===== src/rtl/result_bcd_converter_pkg.sv =====
// Shared types and widths for the result binary-to-BCD converter.
package result_bcd_converter_pkg;

    localparam int BIN_W = 16;
    localparam int DIG_N = 5;
    localparam int BCD_W = DIG_N * 4;

    localparam logic [3:0] BLANK_DIGIT = 4'hF;

    typedef enum logic [1:0] {
        ST_IDLE  = 2'd0,
        ST_SHIFT = 2'd1,
        ST_DONE  = 2'd2
    } conv_state_t;

endpackage


===== src/rtl/result_bcd_converter_if.sv =====
// Result/digit handshake between the FSMD, the converter and the LCD controller.
interface result_bcd_converter_if;
    import result_bcd_converter_pkg::*;

    logic             done_i;
    logic [BIN_W-1:0] result_i;
    logic             ack_i;
    logic [BCD_W-1:0] digits_o;
    logic             valid_o;
    logic             busy_o;
    logic             overrun_o;

    modport master (
        output done_i, result_i, ack_i,
        input  digits_o, valid_o, busy_o, overrun_o
    );

    modport slave (
        input  done_i, result_i, ack_i,
        output digits_o, valid_o, busy_o, overrun_o
    );

endinterface


===== src/rtl/result_bcd_converter_bcd_add3_stage.sv =====
// Double-dabble correction: add 3 to every BCD nibble that is 5 or more.
module bcd_add3_stage
    import result_bcd_converter_pkg::*;
(
    input  logic [BCD_W-1:0] bcd,
    output logic [BCD_W-1:0] bcd_adj
);

    always_comb begin
        bcd_adj = bcd;
        for (int i = 0; i < DIG_N; i++) begin
            if (bcd[i*4 +: 4] >= 4'd5) begin
                bcd_adj[i*4 +: 4] = bcd[i*4 +: 4] + 4'd3;
            end
        end
    end

endmodule


===== src/rtl/result_bcd_converter.sv =====
// Sequential 16-bit binary to 5-digit BCD converter with a one-deep pending buffer.
// Build option LEADING_ZERO_BLANK_EN replaces leading zero digits with the LCD blank code.
module result_bcd_converter
    import result_bcd_converter_pkg::*;
(
    input  logic                 clk,
    input  logic                 rst,
    result_bcd_converter_if.slave bus
);

    conv_state_t      state, state_nxt;
    logic             done_q;
    logic             edge_armed;
    logic             new_result;
    logic             ack_in_done;
    logic [BIN_W-1:0] bin_sr;
    logic [BIN_W-1:0] pend_data;
    logic             pend_v;
    logic [BCD_W-1:0] bcd_sr;
    logic [BCD_W-1:0] bcd_adj;
    logic [BCD_W-1:0] bcd_final;
    logic [BCD_W-1:0] digits_fmt;
    logic [3:0]       cnt;
    logic             load_new;
    logic             load_pend;
    logic             store_pend;
    logic             finish;

`ifdef LEADING_ZERO_BLANK_EN
    function automatic logic [BCD_W-1:0] blank_leading(input logic [BCD_W-1:0] d);
        logic [BCD_W-1:0] r;
        logic             lead;
        r    = d;
        lead = 1'b1;
        for (int i = DIG_N - 1; i > 0; i--) begin
            if (lead && (d[i*4 +: 4] == 4'd0)) begin
                r[i*4 +: 4] = BLANK_DIGIT;
            end else begin
                lead = 1'b0;
            end
        end
        return r;
    endfunction

    assign digits_fmt = blank_leading(bcd_final);
`else
    assign digits_fmt = bcd_final;
`endif

    // A done level present when reset releases must fall once before an edge counts.
    assign new_result  = bus.done_i & ~done_q & edge_armed;
    assign ack_in_done = (state == ST_DONE) && bus.ack_i;
    assign bus.busy_o  = (state == ST_SHIFT);

    bcd_add3_stage u_add3 (
        .bcd     (bcd_sr),
        .bcd_adj (bcd_adj)
    );

    // The last shift's result, taken before it lands in the shift register.
    assign bcd_final = {bcd_adj[BCD_W-2:0], bin_sr[BIN_W-1]};

    always_ff @(posedge clk or negedge rst) begin
        if (!rst) begin
            state <= ST_IDLE;
        end else begin
            state <= state_nxt;
        end
    end

    always_comb begin
        state_nxt  = state;
        load_new   = 1'b0;
        load_pend  = 1'b0;
        store_pend = 1'b0;
        finish     = 1'b0;
        case (state)
            ST_IDLE: begin
                if (new_result) begin
                    load_new  = 1'b1;
                    state_nxt = ST_SHIFT;
                end
            end
            ST_SHIFT: begin
                store_pend = new_result;
                if (cnt == 4'd15) begin
                    finish    = 1'b1;
                    state_nxt = ST_DONE;
                end
            end
            ST_DONE: begin
                if (bus.ack_i) begin
                    if (pend_v) begin
                        load_pend  = 1'b1;
                        store_pend = new_result;
                        state_nxt  = ST_SHIFT;
                    end else if (new_result) begin
                        load_new  = 1'b1;
                        state_nxt = ST_SHIFT;
                    end else begin
                        state_nxt = ST_IDLE;
                    end
                end else begin
                    store_pend = new_result;
                end
            end
            default: state_nxt = ST_IDLE;
        endcase
    end

    always_ff @(posedge clk or negedge rst) begin
        if (!rst) begin
            done_q        <= 1'b0;
            edge_armed    <= 1'b0;
            pend_v        <= 1'b0;
            cnt           <= 4'd0;
            bus.digits_o  <= '0;
            bus.valid_o   <= 1'b0;
            bus.overrun_o <= 1'b0;
        end else begin
            done_q <= bus.done_i;
            if (!bus.done_i) begin
                edge_armed <= 1'b1;
            end
            if (store_pend) begin
                pend_v <= 1'b1;
            end else if (load_pend) begin
                pend_v <= 1'b0;
            end
            // Consuming the buffer on the same edge frees the slot, so no overrun then.
            if (store_pend && pend_v && !load_pend) begin
                bus.overrun_o <= 1'b1;
            end
            if (load_new || load_pend) begin
                cnt <= 4'd0;
            end else if (state == ST_SHIFT) begin
                cnt <= cnt + 4'd1;
            end
            if (finish) begin
                bus.digits_o <= digits_fmt;
                bus.valid_o  <= 1'b1;
            end else if (ack_in_done) begin
                bus.valid_o  <= 1'b0;
            end
        end
    end

    always_ff @(posedge clk) begin
        if (load_new) begin
            bin_sr <= bus.result_i;
            bcd_sr <= '0;
        end else if (load_pend) begin
            bin_sr <= pend_data;
            bcd_sr <= '0;
        end else if (state == ST_SHIFT) begin
            {bcd_sr, bin_sr} <= {bcd_adj, bin_sr} << 1;
        end
        if (store_pend) begin
            pend_data <= bus.result_i;
        end
    end

endmodule

===== src/flat_wrapper.sv =====
// flat-port wrapper written by rule: the top's interface ports become plain ports
module result_bcd_converter_flat import result_bcd_converter_pkg::*;
  (clk, rst, bus_done_i, bus_result_i, bus_ack_i, bus_digits_o, bus_valid_o, bus_busy_o, bus_overrun_o);
  result_bcd_converter_if bus_i ();
  input  logic clk;
  input  logic rst;
  input wire logic [$bits(bus_i.done_i)-1:0] bus_done_i;
  input wire logic [$bits(bus_i.result_i)-1:0] bus_result_i;
  input wire logic [$bits(bus_i.ack_i)-1:0] bus_ack_i;
  output wire logic [$bits(bus_i.digits_o)-1:0] bus_digits_o;
  output wire logic [$bits(bus_i.valid_o)-1:0] bus_valid_o;
  output wire logic [$bits(bus_i.busy_o)-1:0] bus_busy_o;
  output wire logic [$bits(bus_i.overrun_o)-1:0] bus_overrun_o;
  assign bus_i.done_i = bus_done_i;
  assign bus_i.result_i = bus_result_i;
  assign bus_i.ack_i = bus_ack_i;
  assign bus_digits_o = bus_i.digits_o;
  assign bus_valid_o = bus_i.valid_o;
  assign bus_busy_o = bus_i.busy_o;
  assign bus_overrun_o = bus_i.overrun_o;
  result_bcd_converter u_core (.clk(clk), .rst(rst), .bus(bus_i));
endmodule

===== config.mk =====
export PLATFORM = sky130hd
export DESIGN_NAME = result_bcd_converter_flat
export DESIGN_NICKNAME = d
export VERILOG_FILES = /design/src/rtl/result_bcd_converter_pkg.sv /design/src/rtl/result_bcd_converter_if.sv /design/src/rtl/result_bcd_converter_bcd_add3_stage.sv /design/src/rtl/result_bcd_converter.sv /design/src/flat_wrapper.sv
export SDC_FILE = /design/constraint.sdc
export NUM_CORES = 1
export LEC_CHECK = 0
export CORE_AREA = 2 2 70 122
export DETAILED_ROUTE_END_ITERATION = 12
export DIE_AREA = 0 0 72 124
export PLACE_DENSITY = 0.85
export SYNTH_ARGS = -nofsm -noshare
export SYNTH_HDL_FRONTEND = slang
export SYNTH_HIERARCHICAL = 1
export SYNTH_SLANG_ARGS = --single-unit
export TNS_END_PERCENT = 100

===== constraint.sdc =====
create_clock -name clk -period 2.1 [get_ports clk]
set_input_delay 0.315 -clock clk [delete_from_list [all_inputs] [get_ports clk]]
set_output_delay 0.315 -clock clk [all_outputs]
set_load 0.02 [all_outputs]

==> results.yml, run 1 <==
floorplanning:
  boundaryPins: 43
  die_x_um: 72
  fp.dieH_um: 124
  start_util: 0.501
  row_count: 43
  dieArea_um2: 8930
  core-area_um2: 7910
layout:
  drive_gt1_frac: 0.243
  final_nets: 404
  final_util: 0.617
  insertedDiodeCount: 0
  finish.instance_area_um2: 4880
  area_delta_synth_final_pct: 23.0
drt:
  wl_per_cell_um: 15.7
  num_vias: 2533
  detail-route-antenna-nets: 0
  dr.pass1.iters: 4
  drt_wl_total_um: 7310
  drc_errors: 0
  vias_per_cell: 5.46
  drt_iter0_drc: 146
sta:
  maxSlewHeadroom: 0.725
  slew_violations: 0
  fin_crit_sh: 0.949
  final.setup.tns_ns: 0
  worstMarginPinSlew_ns: 0.413
  fmax_mhz: 502
  setup_viol_count_final: 0
  fin_crit_ns: 1.99
  finClkSkew_ns: 0.00479
  rsz0062_at_grt: "false"
  hold_viol: 0
synth:
  syn_area_um2: 3970
  yosys_warnings: 6
  syn_inst: 313
  synthesis.nets: 348
  avgSynthCellArea_um2: 12.7
grt:
  grt_max_degree: 32
  grt_pass1_vias: 2660
  grt_usage: 0.179
  grt_pass1_wl_um: 12200
  antenna_found_initial: 0
  globalRouteOverflowTotal: 0
worst_setup_path:
  reg2reg_from: "u_core/state[0]"
  required_ns: 2.19
  endpoint: "u_core/bin_sr[2]"
  criticalPathCategory: "reg2reg"
  ff2ff_path_depth: 6
  worst_r2r_endpoint: "u_core/bin_sr[2]"
  worstSetupStartpoint: "u_core/state[0]"
  start_kind: "flip-flop"
  cp-end-kind: "flip-flop"
  r2r_slack_ns: 0.11
  crit_fanout: 14
  arrival_ns: 2.08
outcome:
  status: "complete, no violations"
clock_tree:
  cts_buffers: 9
  h-tree-depth: 3
  cts.sink_count: 83
  cts_tree: "yes"
  clkLatencyLatePin_ns: 0.33
  cts_setup_buffers: 0
  clockRootBuffer: "clkbuf_16"
  cts_buffer_depth: 2
  path_clk_slew_ns: 0.06
placement:
  dp_hpwl_um: 5130
  io_buffers: 42
  dpl-instance-area_um2: 4590
  gp_congestion: 0.735
power:
  vdd_drop_max_uv: 807
  p_total_mw: 6.07
  p_per_area_nw_per_um2: 1240
  leakage_nw: 1.99
job:
  drv_cap: 0
hold_path:
  hp-class: "in2async"
==> sequential cells by signal (all words and copies together) (netlist names) <==
name                  cells
u_core/pend_v             1
u_core/bcd_sr            20
u_core/pend_data         16
u_core/cnt                4
u_core/bus.overrun_o      1
u_core/bus.digits_o      20
u_core/bin_sr            16
u_core/edge_armed         1
u_core/bus.valid_o        1
u_core/done_q             1
u_core/state              2
==> layout by cell type (no fill, tap or decap), types with 2 or more instances in the layout <==
cell	n
clkdlybuf4s50_1	41
mux2_2	39
edfxtp_1	32
dfrtp_1	31
mux2i_1	26
nand2_1	25
nor3_1	24
dfxtp_1	20
buf_4	15
ha_1	14
inv_1	13
nand2b_1	12
mux2_4	12
clkbuf_16	9
xnor2_1	6
nor2_1	6
o21ai_0	5
a21oi_2	5
o21ai_1	4
o211ai_1	3
buf_12	3
inv_6	2
and3b_1	2
a21oi_1	2
xor2_1	2
nand4_1	2
==> through the flow <==
step / hold slack, ns / std cells / setup slack [ns]
global route: 0.435 / 464 / 0.00964
detailed placement: 0.474 / 448 / 0.00424
finish: 0.381 / 464 / 0.108
global placement: 0.466 / 448 / 0.0492
floorplan: 0.0194 / 313 / 0.0548
CTS: 0.390 / 464 / 0.0856
==> power by group <==
part           switching [mW]  total (mW)  internal (mW)
registers               0.270        2.44           2.17
clock network           0.620        1.54          0.923
logic                    1.04        2.09           1.05
==> worst max-delay path, stage by stage, from the launching register on <==
cell	delay, ns
dfrtp_1	0.40
inv_1	0.11
ha_1	0.23
and3_2	0.25
buf_12	0.16
mux2_2	0.34
mux2_2	0.26
==> how the worst min path moves through the flow <==
| stage | startpoint | to | slack [ns] | cells after the start |
|---|---|---|---|---|
| after global routing | rst | u_core/bus.digits_o[3] | 0.43 | 2 |
| after CTS | rst | u_core/bus.digits_o[0] | 0.39 | 2 |
| after global placement | u_core/edge_armed | u_core/edge_armed | 0.47 | 1 |
| after detailed placement | u_core/bus.valid_o | u_core/bus.valid_o | 0.47 | 2 |
| final | rst | u_core/bus.digits_o[1] | 0.38 | 2 |
| after floorplan | rst | u_core/bus.digits_o[0] | 0.02 | 0 |
==> final cells by class <==
| type | count | area (um2) |
|---|---|---|
| Fill cell | 615 | 3030 |
| Sequential cell | 83 | 2140 |
| Multi-Input combinational cell | 202 | 1700 |
| Timing Repair Buffer | 60 | 592 |
| Clock buffer | 10 | 229 |
| Tap cell | 90 | 113 |
| Clock inverter | 6 | 63.8 |
| Inverter | 13 | 48.8 |
==> timing repair <==
item,in CTS,in global routing
gates resized for setup,1,0
hold buffers,0,0
endpoints found under the setup margin,1,0
==> routing by layer <==
metal | vias up | track usage | routed length, um
met5 | - | 0 | 0
met4 | 0 | 0.0825 | 148
met3 | 9 | 0.0405 | 245
met2 | 44 | 0.334 | 4060
met1 | 1256 | 0.187 | 2850
li1 | 1224 | - | -
(Power assumes the default switching activity.)
==> run 2: changes to the inputs <==
--- a/config.mk
+++ b/config.mk
@@ -9,6 +9,7 @@
 export DETAILED_ROUTE_END_ITERATION = 12
 export DIE_AREA = 0 0 72 124
 export PLACE_DENSITY = 0.85
+export SKIP_LAST_GASP = 1
 export SYNTH_ARGS = -nofsm -noshare
 export SYNTH_HDL_FRONTEND = slang
 export SYNTH_HIERARCHICAL = 1
==> results of run 2 <==
Same layout as run 1: the final DEF is identical, and so are final timing and power.
